===== src/rtl/truth_table_scanner_pkg.sv =====
// rtl/truth_table_scanner_pkg.sv - shared state encodings and default constants for the scanner
package truth_table_scanner_pkg;

   localparam int N_IN_DEFAULT          = 5;
   localparam int SETTLE_CYCLES_DEFAULT = 2;

   typedef enum logic [1:0] {
      IDLE   = 2'd0,
      SETTLE = 2'd1,
      SAMPLE = 2'd2,
      DONE   = 2'd3
   } scan_state_e;

   // Counter width able to hold SETTLE_CYCLES; never narrower than one bit.
   function automatic int settle_cnt_width(input int settle_cycles);
      return (settle_cycles > 0) ? $clog2(settle_cycles + 1) : 1;
   endfunction

endpackage


===== src/rtl/truth_table_scanner_settle.sv =====
// rtl/truth_table_scanner_settle.sv - loadable down-counter timing the settle interval of each code
module settle_counter #(
   parameter int            W        = 2,
   parameter logic [W-1:0]  LOAD_VAL = '0
) (
   input  logic clk,
   input  logic rst_n,
   input  logic load,
   input  logic en,
   output logic zero
);

   logic [W-1:0] cnt_q;
   logic [W-1:0] cnt_d;

   // Load wins over counting; the count parks at zero.
   always_comb begin
      cnt_d = cnt_q;
      if (load) begin
         cnt_d = LOAD_VAL;
      end else if (en && (cnt_q != '0)) begin
         cnt_d = cnt_q - W'(1);
      end
   end

   // Count register.
   always_ff @(posedge clk or negedge rst_n) begin
      if (!rst_n) begin
         cnt_q <= '0;
      end else begin
         cnt_q <= cnt_d;
      end
   end

   assign zero = (cnt_q == '0);

endmodule


===== src/rtl/truth_table_scanner.sv =====
// rtl/truth_table_scanner.sv - walks every input code of a combinational block and captures its truth table
module truth_table_scanner #(
   parameter int N_IN          = truth_table_scanner_pkg::N_IN_DEFAULT,
   parameter int SETTLE_CYCLES = truth_table_scanner_pkg::SETTLE_CYCLES_DEFAULT
) (
   input  logic                 clk,
   input  logic                 rst_n,
   input  logic                 start,
   input  logic                 abort,
   input  logic                 y_in,
   output logic [N_IN-1:0]      x_out,
   output logic                 busy,
   output logic                 done,
   output logic [2**N_IN-1:0]   table_out,
   output logic [N_IN:0]        ones_count
);

   import truth_table_scanner_pkg::*;

   localparam int              TW     = 2**N_IN;
   localparam int              CW     = settle_cnt_width(SETTLE_CYCLES);
   localparam logic [CW-1:0]   LOAD   = CW'((SETTLE_CYCLES > 0) ? SETTLE_CYCLES - 1 : 0);
   localparam logic [N_IN-1:0] X_LAST = '1;
   // With no settle time each code goes straight to its sample cycle.
   localparam scan_state_e     FIRST  = (SETTLE_CYCLES == 0) ? SAMPLE : SETTLE;

   scan_state_e     state_q, state_d;
   logic [N_IN-1:0] x_q, x_d;
   logic [TW-1:0]   table_q, table_d;
   logic [N_IN:0]   ones_q, ones_d;
   logic            busy_q, busy_d;
   logic            done_q, done_d;
   logic            cnt_load;
   logic            cnt_en;
   logic            cnt_zero;

   settle_counter #(
      .W        (CW),
      .LOAD_VAL (LOAD)
   ) u_settle (
      .clk   (clk),
      .rst_n (rst_n),
      .load  (cnt_load),
      .en    (cnt_en),
      .zero  (cnt_zero)
   );

   assign cnt_en = (state_q == SETTLE);

   // Next-state, code stepping and result capture.
   always_comb begin
      state_d  = state_q;
      x_d      = x_q;
      table_d  = table_q;
      ones_d   = ones_q;
      cnt_load = 1'b0;
      case (state_q)
         IDLE: begin
            if (start && !abort) begin
               state_d  = FIRST;
               x_d      = '0;
               table_d  = '0;
               ones_d   = '0;
               cnt_load = 1'b1;
            end
         end
         SETTLE: begin
            if (abort) begin
               state_d = IDLE;
               x_d     = '0;
            end else if (cnt_zero) begin
               state_d = SAMPLE;
            end
         end
         SAMPLE: begin
            if (abort) begin
               // Partial results stay visible; this code is not sampled.
               state_d = IDLE;
               x_d     = '0;
            end else begin
               table_d[x_q] = y_in;
               ones_d       = ones_q + {{N_IN{1'b0}}, y_in};
               if (x_q != X_LAST) begin
                  x_d      = x_q + N_IN'(1);
                  state_d  = FIRST;
                  cnt_load = 1'b1;
               end else begin
                  state_d = DONE;
               end
            end
         end
         DONE: begin
            state_d = IDLE;
         end
         default: begin
            state_d = IDLE;
         end
      endcase
      busy_d = (state_d == SETTLE) || (state_d == SAMPLE);
      done_d = (state_d == DONE);
   end

   // State and output registers.
   always_ff @(posedge clk or negedge rst_n) begin
      if (!rst_n) begin
         state_q <= IDLE;
         x_q     <= '0;
         table_q <= '0;
         ones_q  <= '0;
         busy_q  <= 1'b0;
         done_q  <= 1'b0;
      end else begin
         state_q <= state_d;
         x_q     <= x_d;
         table_q <= table_d;
         ones_q  <= ones_d;
         busy_q  <= busy_d;
         done_q  <= done_d;
      end
   end

   assign x_out      = x_q;
   assign busy       = busy_q;
   assign done       = done_q;
   assign table_out  = table_q;
   assign ones_count = ones_q;

endmodule


===== config.mk =====
export PLATFORM = sky130hd
export DESIGN_NAME = truth_table_scanner
export DESIGN_NICKNAME = d
export VERILOG_FILES = /design/src/rtl/truth_table_scanner_pkg.sv /design/src/rtl/truth_table_scanner_settle.sv /design/src/rtl/truth_table_scanner.sv
export SDC_FILE = /design/constraint.sdc
export NUM_CORES = 1
export LEC_CHECK = 0
export CAP_MARGIN = 20
export CORE_ASPECT_RATIO = 2
export CORE_MARGIN = 3
export CORE_UTILIZATION = 45
export CTS_CLUSTER_SIZE = 20
export DETAILED_ROUTE_END_ITERATION = 7
export GPL_TIMING_DRIVEN = 1
export MAX_ROUTING_LAYER = met4
export PLACE_DENSITY = 0.85
export SYNTH_ARGS = -nofsm -noshare
export SYNTH_HDL_FRONTEND = slang
export SYNTH_HIERARCHICAL = 1
export SYNTH_SLANG_ARGS = --single-unit

===== constraint.sdc =====
create_clock -name clk -period 1.96 [get_ports clk]
set_input_delay 0.392 -clock clk [delete_from_list [all_inputs] [get_ports clk]]
set_output_delay 0.392 -clock clk [all_outputs]
set_load 0.1 [all_outputs]

Yosys cells after proc, flatten, opt, wreduce, memory -nomap -nowiden
Index checks and enable logic that the tools add are counted.

Memories: 0. Memory bits (writable): 0. Bits in registers: 49. Latch bits: 0. Output and inout port bits: 45. Logic and storage cells: 62. Memory bits (read-only): 0.

Eq/ne operators: 11. Multiply operators: 0. Divide/modulo/power cells: 0. $add $sub $neg: 3. $lt $le $gt $ge: 2. Bitwise operators: 0. Shifts and indexed selects: 0. Mux-type cells: 26. Reduce and logical (&&, ||, !) cells: 13.

Operator list (count): 32-bit two-way mux (2); 32-bit one-hot mux with 2 select lines (1); 32-bit bitwise mux (1); 5-bit two-way mux (4); 5-bit one-hot mux with 3 select lines (1); 2-bit two-way mux (7); 6-bit two-way mux (2); 6-bit one-hot mux with 2 select lines (1); 2-bit equality test (second input constant) (4); 2-bit one-hot mux with 4 select lines (1); 6-bit by 1-bit adder with 6-bit output (1); 5-bit by 6-bit less-than comparator with 1-bit output (second input constant) (1); 2-bit inequality test (second input constant) (3); 2-bit nonzero test (3); 5-bit by 1-bit adder with 5-bit output (second input constant) (1); 1-bit demux with 5-bit select (1); 5-bit by 1-bit >= comparator with 1-bit output (second input constant) (1); 5-bit inequality test (second input constant) (1); 2-bit by 1-bit equality test with 1-bit output (second input constant) (2); 2-bit logical NOT (2); 1-bit two-way mux (4); 4-bit AND reduction (1); 1-bit logical AND (3); 3-bit inequality test (second input constant) (1); 6 further kinds (6).

Logic depth before layout (Yosys ltp)
Word-level depth: 7. Mapped depth: 7. Depth with buffers taken out: 6.

Hierarchy
The synthesis kept the hierarchy.

Modules (own cells, without submodules): truth_table_scanner (cells each 261, area each 2642.5 µm², times used 1); settle_counter (cells each 11, area each 116.4 µm², times used 1).

Worst setup path before layout
OpenSTA, ideal clock, no wires.

Path kind: reg-to-reg. From: register x_q[1], in the netlist x_out[1]. To: register u_settle.cnt_q[1]. Path slack: -722 ps. Arrival: 2587 ps. Buffers on the path: 1. Period minus slack after synthesis: 2682 ps. Cell stages (with the launch flop): 8. Library setup time: 95 ps. Cell sequence: dfrtp_1 -> ha_1 -> clkbuf_1 -> and3_1 -> ha_1 -> o31ai_1 -> or4b_1 -> o31ai_1.

Longest elaborated chain between the ends: 5.

Ends and longest elaborated chain: start: declaration (RTL line truth_table_scanner.sv:28) `logic [N_IN-1:0] x_q, x_d;`; start signal: assignment (RTL line truth_table_scanner.sv:107) `x_q <= '0;`; start signal: assignment (RTL line truth_table_scanner.sv:114) `x_q <= x_d;`; 5-bit inequality test * (RTL line truth_table_scanner.sv:83) `if (x_q != X_LAST) begin`; 1-bit two-way mux * (RTL line truth_table_scanner.sv:83); 1-bit two-way mux * (RTL line truth_table_scanner.sv:76) `if (abort) begin`; 1-bit one-hot mux with 2 select lines * (RTL line truth_table_scanner.sv:57) `case (state_q)`; named net cnt_load (RTL line truth_table_scanner.sv:33) `logic cnt_load;`; 2-bit two-way mux or 2-bit nonzero test (tied branches); end signal: assignment (RTL line truth_table_scanner_settle.sv:31) `cnt_q <= cnt_d;`; end: declaration (RTL line truth_table_scanner_settle.sv:13) `logic [W-1:0] cnt_q;`.

The timed path passes the listed nets; every way through them passes the cells marked *. A chain may end at the register's enable or synchronous reset.

Worst setup path in the final report
From: register x_q[0], in the netlist x_out[0]. To: register x_q[3], in the netlist x_out[3].

Longest elaborated chain between the ends: 4.

Ends and longest elaborated chain: 5-bit by 1-bit adder with 5-bit output (RTL line truth_table_scanner.sv:84) `x_d = x_q + N_IN'(1);`; 5-bit two-way mux (RTL line truth_table_scanner.sv:83); 5-bit two-way mux (RTL line truth_table_scanner.sv:76); 5-bit one-hot mux with 3 select lines (RTL line truth_table_scanner.sv:57).

Parallel ways exist; a longest one is shown, timed or not. The select of a mux whose other input is x is not followed.

==> key figures <==
Run status
  – Status: finished, final reports clean

Logic synthesis
  – Yosys reg bits: slightly below 50
  – Synthesized net count: 286
  – Synth top area share: 0.444
  – Synth Warn #: 6
  – Asr flop ratio synth: 1.00
  – Register area share after synthesis: 0.444
  – Syn Std Cell Area: around 2800 um2
  – Ys flop type: dfrtp_1
  – Synth unique cells: between 40 and 50
  – Yosys top cell by area: dfrtp_1
  – Number of flops mapped to enable cells by yosys: 0
  – Syn avg cell area: a little over 10 um2
  – Synth top area cells: dfrtp_1 (44%), mux2i_1 (4.7%), ha_1 (4.1%), o211ai_1 (3.5%), nor4bb_1 (3.3%)
  – Cell count after synthesis: 272

Die
  – Cell Rows: 39
  – Horiz. Die Dim: around 60 um
  – Starting density of the core: 0.475
  – Core Region: between 5000 and 6000 um2
  – Die area: 7160 um2
  – Ports: 50
  – Die Ht: approximately 120 um

Timing
  – Period utilisation layout: 0.947
  – Clock Skew: between 0.006 and 0.007 ns
  – Worst-Margin Slew: approximately 0.86 ns
  – RSZ-0062 raised after global routing: false
  – Min Tclk post-route: 1.86 ns
  – Setup violations, final: 0
  – Slew headroom: 0.425
  – Max Freq: 0.539 GHz
  – Fin. Hold Viols: 0
  – Pins over their slew limit: 0

Worst setup path
  – Largest delay share family, worst path: compound AO/OA/AOI/OAI gates
  – Worst Path Max Fanout: 6
  – R2R setup slack: 0.10 ns
  – Highest-delay cell along the critical path: dfrtp_4
  – CP Capture Point: x_out[3]$_DFFE_PN0P_
  – Reg2reg path depth: 6
  – CP required: ~2.1 ns
  – CP most frequent cell: ha_4
  – WP depth: 6
  – Crit path capture type: flip-flop
  – Capturing point of the worst reg2reg path: x_out[3]$_DFFE_PN0P_
  – Worst Path Buf+Inv: 0
  – Critical path startpoint: x_out[0]$_DFFE_PN0P_
  – CP Cell Sequence: ha_4, and3_4, ha_4, nor2b_1, o211a_2, a211o_1
  – Reg-to-reg critical path startpoint: x_out[0]$_DFFE_PN0P_
  – Critical path data arrival time: around 2 ns
  – Largest stage delay, worst path: about 0.55 ns
  – CP startpoint kind: flip-flop
  – Setup CP Type: reg2reg

Finish
  – Area occupied by multi-input gates: 1380 um2
  – Final Non-Filler Cells: 388
  – Most frequent cells in the layout: buf_4 (61), dfrtp_1 (42), nand2_1 (18)
  – Leading cell type in the layout, fill and taps excluded: buf_4
  – Inserted Diodes: 0
  – Post-layout instance area: 3600 um2
  – Fin nets: 340
  – Seq. cell area: 1240 um2
  – Fillers: 480
  – Area delta synth->final: 30.7%
  – Share of layout cells above drive strength 1: 0.300

Global routing
  – Initial antenna violation count: 0
  – Vias in the first global route: 2455
  – First-pass GRT wire length: roughly 12000 um
  – Maximum number of pins on one net before global-route repair: 36
  – Total GRT Usage: 0.228
  – Grt ovf: 0

Routing
  – Detailed Routing Iterations Pass 1: 5
  – Top sig layer: met4
  – DR iter-0 viols: ~130
  – DR WL met2: 3860 um
  – M1 wire length: 2800 um
  – Avg WL per Cell: approximately 19 um
  – DR vias: around 2400
  – Vias per cell: roughly 6.3
  – Post-route DRC: 0
  – Routed Antenna Nets: 0
  – WL met3: 316 um
  – Final WL: roughly 7200 um

Placement
  – Placed Area: ~3500 um2
  – RD Place Congestion: just over 0.8
  – DPL Wire Length: around 5200 um
  – PortBufs: slightly below 50
  – Dpl cells: between 300 and 400

Clocking
  – TritonCTS clock tree: done
  – Worst skew pair latency: 0.30 ns
  – Clk sink count: 49
  – CTS Root Cell: clkbuf_16
  – Maximum root-to-sink buffer count: 2
  – H-tree depth: 2
  – Hold buffers post-CTS: 0
  – Clock slew at reported path FFs: around 0.07 ns
  – # resized after CTS: 0
  – Total CTS buffers: 5
  – Setup repair bufs after CTS: 0

Power and ir drop
  – PwrDens: just over 700 nW/um2
  – Worst vdd ir: 0.530 mV
  – P_leak: around 1.6 nW

Job
  – Max Cap Violations: 0

Worst hold path
  – Hold Path Class: in2async
-- state kept, by name, summed over array words and instances (netlist names) --
| register | flops |
|---|---|
| table_out | 32 |
| ones_count | 6 |
| x_out | 5 |
| state_q | 2 |
| u_settle/cnt_q | 2 |
| busy | 1 |
| done | 1 |
-- metrics by stage --
| stage | hold slack (ns) | setup TNS (ns) | util | setup slack (ns) | power (mW) |
|---|---|---|---|---|---|
| floorplan | 0.0964 | -0.540 | - | -0.101 | 1.51 |
| global placement | 0.444 | -0.00387 | 0.594 | -0.00387 | 1.67 |
| detailed placement | 0.435 | -0.246 | 0.594 | -0.0497 | 1.69 |
| CTS | 0.131 | 0 | 0.621 | 0.110 | 2.59 |
| global route | 0.150 | 0 | 0.621 | 0.0125 | 2.68 |
| finish | 0.106 | 0 | 0.621 | 0.104 | 2.58 |
-- layout make-up --
type                       instances  share of cell area
multi-input combinational        180               0.383
inverter                          15              0.0156
sequential                        49               0.345
timing repair buffer              75               0.192
clock inverter                     2             0.00382
clock buffer                       6              0.0385
tap                               61              0.0212
-- worst min-delay path by stage --
stage	from	to	slack (ns)	depth (start not counted)
CTS	rst_n	state_q[0]$_DFF_PN0_	0.13	1
detailed placement	rst_n	x_out[3]$_DFFE_PN0P_	0.44	1
floorplan	rst_n	busy$_DFF_PN0_	0.1	0
finish	rst_n	x_out[1]$_DFFE_PN0P_	0.11	1
global route	rst_n	x_out[1]$_DFFE_PN0P_	0.15	1
global placement	rst_n	x_out[0]$_DFFE_PN0P_	0.44	1
-- routing by layer --
metal,global-route usage,up-vias
met4,0.115,0
met2,0.378,82
li1,-,1133
met3,0.0343,18
met5,-,-
met1,0.257,1202
-- cell families after synthesis --
| family | share of synthesized area |
|---|---|
| AND/OR/NAND/NOR | 0.231 |
| flip-flops | 0.444 |
| XOR/XNOR | 0.00318 |
| buffers and inverters | 0.0671 |
| adder cells (fa/ha/maj) | 0.0408 |
| multiplexers | 0.0512 |
| AO/OA/AOI/OAI | 0.162 |
-- power breakdown --
| group | internal, mW | switching, mW | total [mW] |
|---|---|---|---|
| clock | 0.508 | 0.393 | 0.901 |
| sequential | 1.05 | 0.0360 | 1.09 |
| combinational | 0.209 | 0.382 | 0.591 |
| total | 1.77 | 0.811 | 2.58 |
-- cells in the mapped netlist, types with 2 or more instances --
master,instances
dfrtp_1,49
nand2_1,18
inv_1,15
buf_2,14
mux2i_1,13
o211ai_1,13
nand4_1,12
clkbuf_1,11
a211oi_1,9
ha_1,9
nor4bb_1,9
o22ai_1,9
nand3_1,8
a22o_1,7
nand4b_1,7
nor2_1,7
o21ai_0,6
a32o_1,5
and3_1,5
nor2b_1,4
nor3b_1,4
nor4b_1,4
o2bb2ai_1,4
nand3b_1,3
a211o_1,2
clkbuf_2,2
nor3_1,2
o31ai_1,2
or4b_1,2
-- worst reg2reg max path, delay by kind of cell, from the launching register on --
family                     cells  cell delay, ns
DFF                            1            0.55
and+or+nand+nor                2            0.27
adders and majority gates      2            0.35
AOI/OAI and AO/OA              2            0.57
Power figures use the tool's default switching activity.
